### config.mk
export PLATFORM = sky130hd
export DESIGN_NAME = ip4_axi_slv_wr
export DESIGN_NICKNAME = d
export VERILOG_FILES = /design/src/rtl/ip4_axi_slv_wr.sv
export SDC_FILE = /design/constraint.sdc
export NUM_CORES = 1
export LEC_CHECK = 0
export CAP_MARGIN = 40
export CORE_MARGIN = 2
export CORE_UTILIZATION = 45
export DETAILED_ROUTE_END_ITERATION = 12
export PLACE_DENSITY = 0.78
export SYNTH_ARGS = -nofsm -noshare
export SYNTH_HDL_FRONTEND = slang
export SYNTH_SLANG_ARGS = --single-unit
### constraint.sdc
create_clock -name aclk -period 3.5 [get_ports aclk]
set_input_delay 0.7 -clock aclk [delete_from_list [all_inputs] [get_ports aclk]]
set_output_delay 0.7 -clock aclk [all_outputs]
set_load 0.02 [all_outputs]
### src/rtl/ip4_axi_slv_wr.sv
// AXI3 write slave: accepts one AW burst, splits its W beats into single-beat internal writes, then returns B.
// Macro IP4_AXI_WRAP_EN enables WRAP bursts; without it WRAP bursts are consumed and answered with SLVERR.
module ip4_axi_slv_wr #(
    parameter int unsigned WID_AXI_ID   = 4,
    parameter int unsigned WID_AXI_ADDR = 32,
    parameter int unsigned WID_AXI_DATA = 64
) (
    input  logic                        aclk,
    input  logic                        rst,
    input  logic [WID_AXI_ID-1:0]       awid,
    input  logic [WID_AXI_ADDR-1:0]     awaddr,
    input  logic [3:0]                  awlen,
    input  logic [2:0]                  awsize,
    input  logic [1:0]                  awburst,
    input  logic [1:0]                  awlock,
    input  logic                        awvalid,
    output logic                        awready,
    input  logic [WID_AXI_ID-1:0]       wid,
    input  logic [WID_AXI_DATA-1:0]     wdata,
    input  logic [WID_AXI_DATA/8-1:0]   wstrb,
    input  logic                        wlast,
    input  logic                        wvalid,
    output logic                        wready,
    output logic [WID_AXI_ID-1:0]       bid,
    output logic [1:0]                  bresp,
    output logic                        bvalid,
    input  logic                        bready,
    output logic                        wr_vld,
    output logic [WID_AXI_ADDR-1:0]     wr_addr,
    output logic [WID_AXI_DATA-1:0]     wr_data,
    output logic [WID_AXI_DATA/8-1:0]   wr_strb,
    input  logic                        wr_rdy
);

    localparam int unsigned BYTES_AXI_DATA = WID_AXI_DATA / 8;
    localparam int unsigned SIZE_MAX       = $clog2(BYTES_AXI_DATA);

    localparam logic [1:0] BURST_FIXED = 2'b00;
    localparam logic [1:0] BURST_INCR  = 2'b01;
    localparam logic [1:0] BURST_WRAP  = 2'b10;
    localparam logic [1:0] RESP_OKAY   = 2'b00;
    localparam logic [1:0] RESP_SLVERR = 2'b10;

    typedef enum logic [1:0] {
        S_IDLE = 2'd0,
        S_DATA = 2'd1,
        S_RESP = 2'd2
    } state_t;

    state_t                     r_state;
    state_t                     w_state_nxt;

    logic [WID_AXI_ID-1:0]      r_id;
    logic [WID_AXI_ADDR-1:0]    r_addr;
    logic [3:0]                 r_len;
    logic [2:0]                 r_size;
    logic [1:0]                 r_burst;
    logic [3:0]                 r_cnt;
    logic                       r_err;
    logic                       r_done;

    logic                       r_awready;
    logic                       r_bvalid;
    logic [WID_AXI_ID-1:0]      r_bid;
    logic [1:0]                 r_bresp;
    logic                       r_wr_vld;
    logic [WID_AXI_ADDR-1:0]    r_wr_addr;
    logic [WID_AXI_DATA-1:0]    r_wr_data;
    logic [BYTES_AXI_DATA-1:0]  r_wr_strb;

    logic                       w_aw_hs;
    logic                       w_w_hs;
    logic                       w_wr_free;
    logic                       w_beat_last;
    logic                       w_beat_err;
    logic                       w_beat_ok;
    logic                       w_cap_err;
    logic [WID_AXI_ADDR-1:0]    w_beat_bytes;
    logic [WID_AXI_ADDR-1:0]    w_addr_nxt;
    logic                       w_unused;

    // Lock is accepted but exclusive access is not supported.
    assign w_unused = ^awlock;

    assign w_aw_hs     = awvalid & r_awready;
    assign w_wr_free   = ~r_wr_vld | wr_rdy;
    assign w_w_hs      = wvalid & wready;
    assign w_beat_last = (r_cnt == r_len);
    assign w_beat_err  = (wid != r_id) | (wlast != w_beat_last);
    assign w_beat_ok   = w_w_hs & ~r_err & (wid == r_id);

    assign awready = r_awready;
    assign wready  = (r_state == S_DATA) & ~r_done & w_wr_free;
    assign bvalid  = r_bvalid;
    assign bid     = r_bid;
    assign bresp   = r_bresp;
    assign wr_vld  = r_wr_vld;
    assign wr_addr = r_wr_addr;
    assign wr_data = r_wr_data;
    assign wr_strb = r_wr_strb;

    // Burst attributes that make the whole burst unserviceable.
    always_comb begin
        w_cap_err = 1'b0;
        if (awsize > 3'(SIZE_MAX)) begin
            w_cap_err = 1'b1;
        end
        if (awburst == BURST_WRAP) begin
`ifdef IP4_AXI_WRAP_EN
            if (!((awlen == 4'd1) || (awlen == 4'd3) || (awlen == 4'd7) || (awlen == 4'd15))) begin
                w_cap_err = 1'b1;
            end
`else
            w_cap_err = 1'b1;
`endif
        end else if ((awburst != BURST_FIXED) && (awburst != BURST_INCR)) begin
            w_cap_err = 1'b1;
        end
    end

    assign w_beat_bytes = WID_AXI_ADDR'(1) << r_size;

`ifdef IP4_AXI_WRAP_EN
    logic [WID_AXI_ADDR-1:0]    w_wrap_mask;

    assign w_wrap_mask = ((WID_AXI_ADDR'(r_len) + WID_AXI_ADDR'(1)) << r_size) - WID_AXI_ADDR'(1);
`endif

    // Address of the beat after the current one.
    always_comb begin
        w_addr_nxt = r_addr;
        if (r_burst == BURST_INCR) begin
            w_addr_nxt = r_addr + w_beat_bytes;
        end
`ifdef IP4_AXI_WRAP_EN
        else if (r_burst == BURST_WRAP) begin
            w_addr_nxt = (r_addr & ~w_wrap_mask) | ((r_addr + w_beat_bytes) & w_wrap_mask);
        end
`endif
    end

    always_ff @(posedge aclk) begin
        if (rst) begin
            r_state <= S_IDLE;
        end else begin
            r_state <= w_state_nxt;
        end
    end

    // Response waits until the last internal write has left the output register.
    always_comb begin
        w_state_nxt = r_state;
        case (r_state)
            S_IDLE: begin
                if (w_aw_hs) begin
                    w_state_nxt = S_DATA;
                end
            end
            S_DATA: begin
                if (r_done && w_wr_free) begin
                    w_state_nxt = S_RESP;
                end
            end
            S_RESP: begin
                if (r_bvalid && bready) begin
                    w_state_nxt = S_IDLE;
                end
            end
            default: begin
                w_state_nxt = S_IDLE;
            end
        endcase
    end

    always_ff @(posedge aclk) begin
        if (rst) begin
            r_id      <= '0;
            r_addr    <= '0;
            r_len     <= '0;
            r_size    <= '0;
            r_burst   <= '0;
            r_cnt     <= '0;
            r_err     <= 1'b0;
            r_done    <= 1'b0;
            r_awready <= 1'b0;
            r_bvalid  <= 1'b0;
            r_bid     <= '0;
            r_bresp   <= RESP_OKAY;
        end else begin
            r_awready <= (w_state_nxt == S_IDLE);
            r_bvalid  <= (w_state_nxt == S_RESP);
            if (w_aw_hs) begin
                r_id    <= awid;
                r_addr  <= awaddr;
                r_len   <= awlen;
                r_size  <= awsize;
                r_burst <= awburst;
                r_cnt   <= '0;
                r_err   <= w_cap_err;
                r_done  <= 1'b0;
            end else if (w_w_hs) begin
                r_addr <= w_addr_nxt;
                r_cnt  <= r_cnt + 4'd1;
                if (w_beat_err) begin
                    r_err <= 1'b1;
                end
                if (w_beat_last) begin
                    r_done <= 1'b1;
                end
            end
            if ((r_state == S_DATA) && (w_state_nxt == S_RESP)) begin
                r_bid   <= r_id;
                r_bresp <= r_err ? RESP_SLVERR : RESP_OKAY;
            end
        end
    end

    // Single output register: a new beat may reload it in the cycle the old one drains.
    always_ff @(posedge aclk) begin
        if (rst) begin
            r_wr_vld  <= 1'b0;
            r_wr_addr <= '0;
            r_wr_data <= '0;
            r_wr_strb <= '0;
        end else begin
            if (w_beat_ok) begin
                r_wr_vld  <= 1'b1;
                r_wr_addr <= r_addr;
                r_wr_data <= wdata;
                r_wr_strb <= wstrb;
            end else if (wr_rdy) begin
                r_wr_vld  <= 1'b0;
            end
        end
    end

endmodule
==> results.sh <==
export IMPL_outcome="completed"
export IMPL_critical_path_class="reg -> reg"
export IMPL_instances_no_fill=1269
export IMPL_slew_viol_final=0
export IMPL_cts_max_level=4
export IMPL_max_freq_mhz=355.0
export IMPL_switching_power_uw=929.4
export IMPL_cts_hold_buf=0
export IMPL_critPathArrivalTime_ns=3.17
export IMPL_drt_vias_per_instance=5.255
export IMPL_core_area_sq_mm=0.01503
export IMPL_rows=45
export IMPL_cp_max_fo=14
export IMPL_power_internal_mw=3.376
export IMPL_final_util_pct=66.72
export IMPL_hp_class="reg -> reg"
export IMPL_tns_ns=0
export IMPL_fin_crit_sh_pct=80.49
export IMPL_max_stage_delay_ns=0.55
export IMPL_worstSetupStartpointType="register"
export IMPL_die_h_microns=127.2
export IMPL_swShare_pct=21.59
export IMPL_worstMarginPinSlew_ns=0.7223
export IMPL_wl_per_cell_microns=14.89
export IMPL_grt_pass1_wl_mm=29.97
export IMPL_die_w_microns=127.2
export IMPL_gp_congestion=0.8719
export IMPL_fin_crit_ns=2.817
export IMPL_dp_hpwl_mm=13.35
export IMPL_post_place_cells=1236
export IMPL_synth_nets=994
export IMPL_crit_path_end_kind="register"
export IMPL_rsz0062_at_grt="false"
export IMPL_cts_resized=0
export IMPL_io_buffers=240
export IMPL_cts_sinks=165
export IMPL_initial_utilization_pct=45.47
export IMPL_async_flop_share_pct=0
export IMPL_required_ns=3.85
export IMPL_drt_iter0_drc=358
export IMPL_area_growth_pct=46.75
export IMPL_cts_root_buf="clkbuf_16"
export IMPL_synth_warnings=0
export IMPL_grt_start_max_net_pins=87
export IMPL_path_clk_slew_ns=0.06
export IMPL_grt_pass1_vias=6129
export IMPL_syn_cell_area_sq_mm=0.006835
export IMPL_avgSynthCellArea_sq_um=8.004
export IMPL_grt_usage_pct=22.93
export IMPL_cellLeakagePower_nw=3.479
export IMPL_combPwrFrac_pct=8.2
export IMPL_pwr_share_seq_pct=45.7
export IMPL_clock_path_buffers=2
export IMPL_drive_gt1_share_pct=4.722
export IMPL_num_vias=6669
export IMPL_synth_seq_cells=165
export IMPL_cts_tree="built"
export IMPL_synthCells=854
export IMPL_numCtsBuffers=17
export IMPL_grt_overflow_total=0
export IMPL_synth_distinct_cells=48
export IMPL_die_area_sq_mm=0.01619
export IMPL_finalClockSkew_ns=0.009168
export IMPL_io_pins=244
export IMPL_antenna_left=0
export IMPL_slowest_stage="or4_1"
export IMPL_crit_chain="nor3b_1, fa_1, nand3_1, a211o_1, and2_1, or4_1, a31oi_1"
export IMPL_wl_mm=18.89
export IMPL_synth_edf_count=0
export IMPL_ys_seq_area_share_pct=48.33
export IMPL_power_density_mw_per_mm2=429.2
export IMPL_ys_flop_type="dfxtp_1"
export IMPL_drc=0
export IMPL_ir_worst_vdd_v=0.0002974
export IMPL_first_pass_iters=5
export IMPL_cts_setup_buffers=0
export IMPL_finalSetupViolCount=0
export IMPL_grt_antenna_before_repair=1
export IMPL_relSlewSlack_pct=51.68
export IMPL_cap_violations=0
export IMPL_p_clk_share_pct=46.0
export IMPL_final_nets=1207
export IMPL_clk_latency_ns=0.42
export IMPL_hold_violations=0
## final timing paths
check / start / endpoint / slack [ns] / cells after the start
setup / recovery: r_size[0] / r_addr[30] / 0.68 / 7
hold / removal: wr_data[20] / wr_data[20] / 0.45 / 2
setup reg to reg: r_size[0] / r_addr[30] / 0.68 / 7
hold reg to reg: wr_data[20] / wr_data[20] / 0.45 / 2
## critical path, delay by kind of cell (launching register included)
family | cells | cell delay, ns
flops | 1 | 0.50
fa+ha+maj | 1 | 0.29
compound gates | 2 | 0.55
simple gates | 4 | 1.40
## layer usage
layer | wire length [microns] | track usage (%) | vias to the layer above | share of wire (%)
met3 | 1221 | 5.151 | 35 | 6.5
met2 | 9153 | 38.58 | 242 | 48
met5 | 0 | 0 | - | 0
li1 | - | - | 3356 | -
met1 | 8044 | 28.45 | 3036 | 43
met4 | 471 | 9.632 | 0 | 2.5
## per-stage QoR
step                hold WS [ns]  total power [mW]  worst slack (ns)  instance area (sq um)
finish                    0.4514             4.306            0.6828                  10030
global route              0.4714             4.456            0.5380                  10030
CTS                       0.4544             4.332            0.6874                  10030
detailed placement        0.4461             2.364            0.4234                   9400
global placement          0.4405             2.355            0.4564                   9345
floorplan                 0.4320             2.156            0.9824                   6835
## placed cells by master, fill, tap and decap left out, types with 5 or more instances in the layout
cell type	n
and3_1	6
o31ai_1	13
nor2_1	23
nand4_1	5
xnor2_1	9
dfxtp_1	165
or3_1	5
buf_4	13
a21oi_1	140
xor2_1	16
clkdlybuf4s50_1	239
nand2_1	254
nor3_1	9
nand3_1	14
ha_1	9
inv_1	5
clkbuf_16	17
o211ai_1	5
o21ai_0	30
mux2i_1	10
a211oi_1	8
or4_1	11
a31oi_1	12
## sequential cells by signal (all words and copies together) (netlist names), 3 cells and up
| signal | flops |
|---|---|
| r_id | 4 |
| r_len | 4 |
| r_cnt | 4 |
| bid | 4 |
| wr_data | 64 |
| r_addr | 32 |
| wr_addr | 32 |
| wr_strb | 8 |
| r_size | 3 |
## logic make-up (layout without fill, tap and decap cells)
kind of cell	after synthesis	after routing	synth area share, %
compound gates	224	224	18.29
xor+xnor	25	25	3.203
fa+ha+maj	10	10	1.940
buf+inv	66	292	4.009
flops	165	165	48.33
mux	11	11	1.629
other cells	1	2	0.05486
simple gates	352	352	22.55
## power groups by stage
stage                     clock network, mW  logic [mW]  registers [mW]
after global placement                    0       0.346            2.01
after floorplan                           0       0.156            2.00
after CTS                              2.01       0.357            1.97
after detailed placement                  0       0.355            2.01
after global routing                   2.09       0.389            1.97
final                                  1.98       0.355            1.97
## synthesized netlist by cell type, drive strengths merged, types with 5 or more instances
library cell / number / area (sq um)
nand2: 255 / 957.2
dfxtp: 165 / 3303
a21oi: 140 / 700.7
clkbuf: 41 / 155.1
o21ai: 30 / 150.1
nor2: 23 / 86.33
buf: 20 / 100.1
xor2: 16 / 140.1
nand3: 15 / 75.07
o31ai: 13 / 97.59
a31oi: 12 / 75.07
or4: 11 / 82.58
mux2i: 10 / 100.1
ha: 9 / 112.6
nor3: 9 / 45.04
xnor2: 9 / 78.83
a211oi: 8 / 60.06
and3: 7 / 43.79
nand4: 6 / 52.55
inv: 5 / 18.77
o211ai: 5 / 37.54
or3: 5 / 31.28
## area by class of cell
cell class,instances,area (sq um)
fillers,1258,5002
repair buffers,255,2565
inverters,5,18.77
flip-flops and latches,165,3303
diodes,1,2.502
multi-input cells,623,3278
clock buffers,24,481.7
clock inverters,8,146.4
well taps,188,235.2
Power figures use the tool's default switching activity.
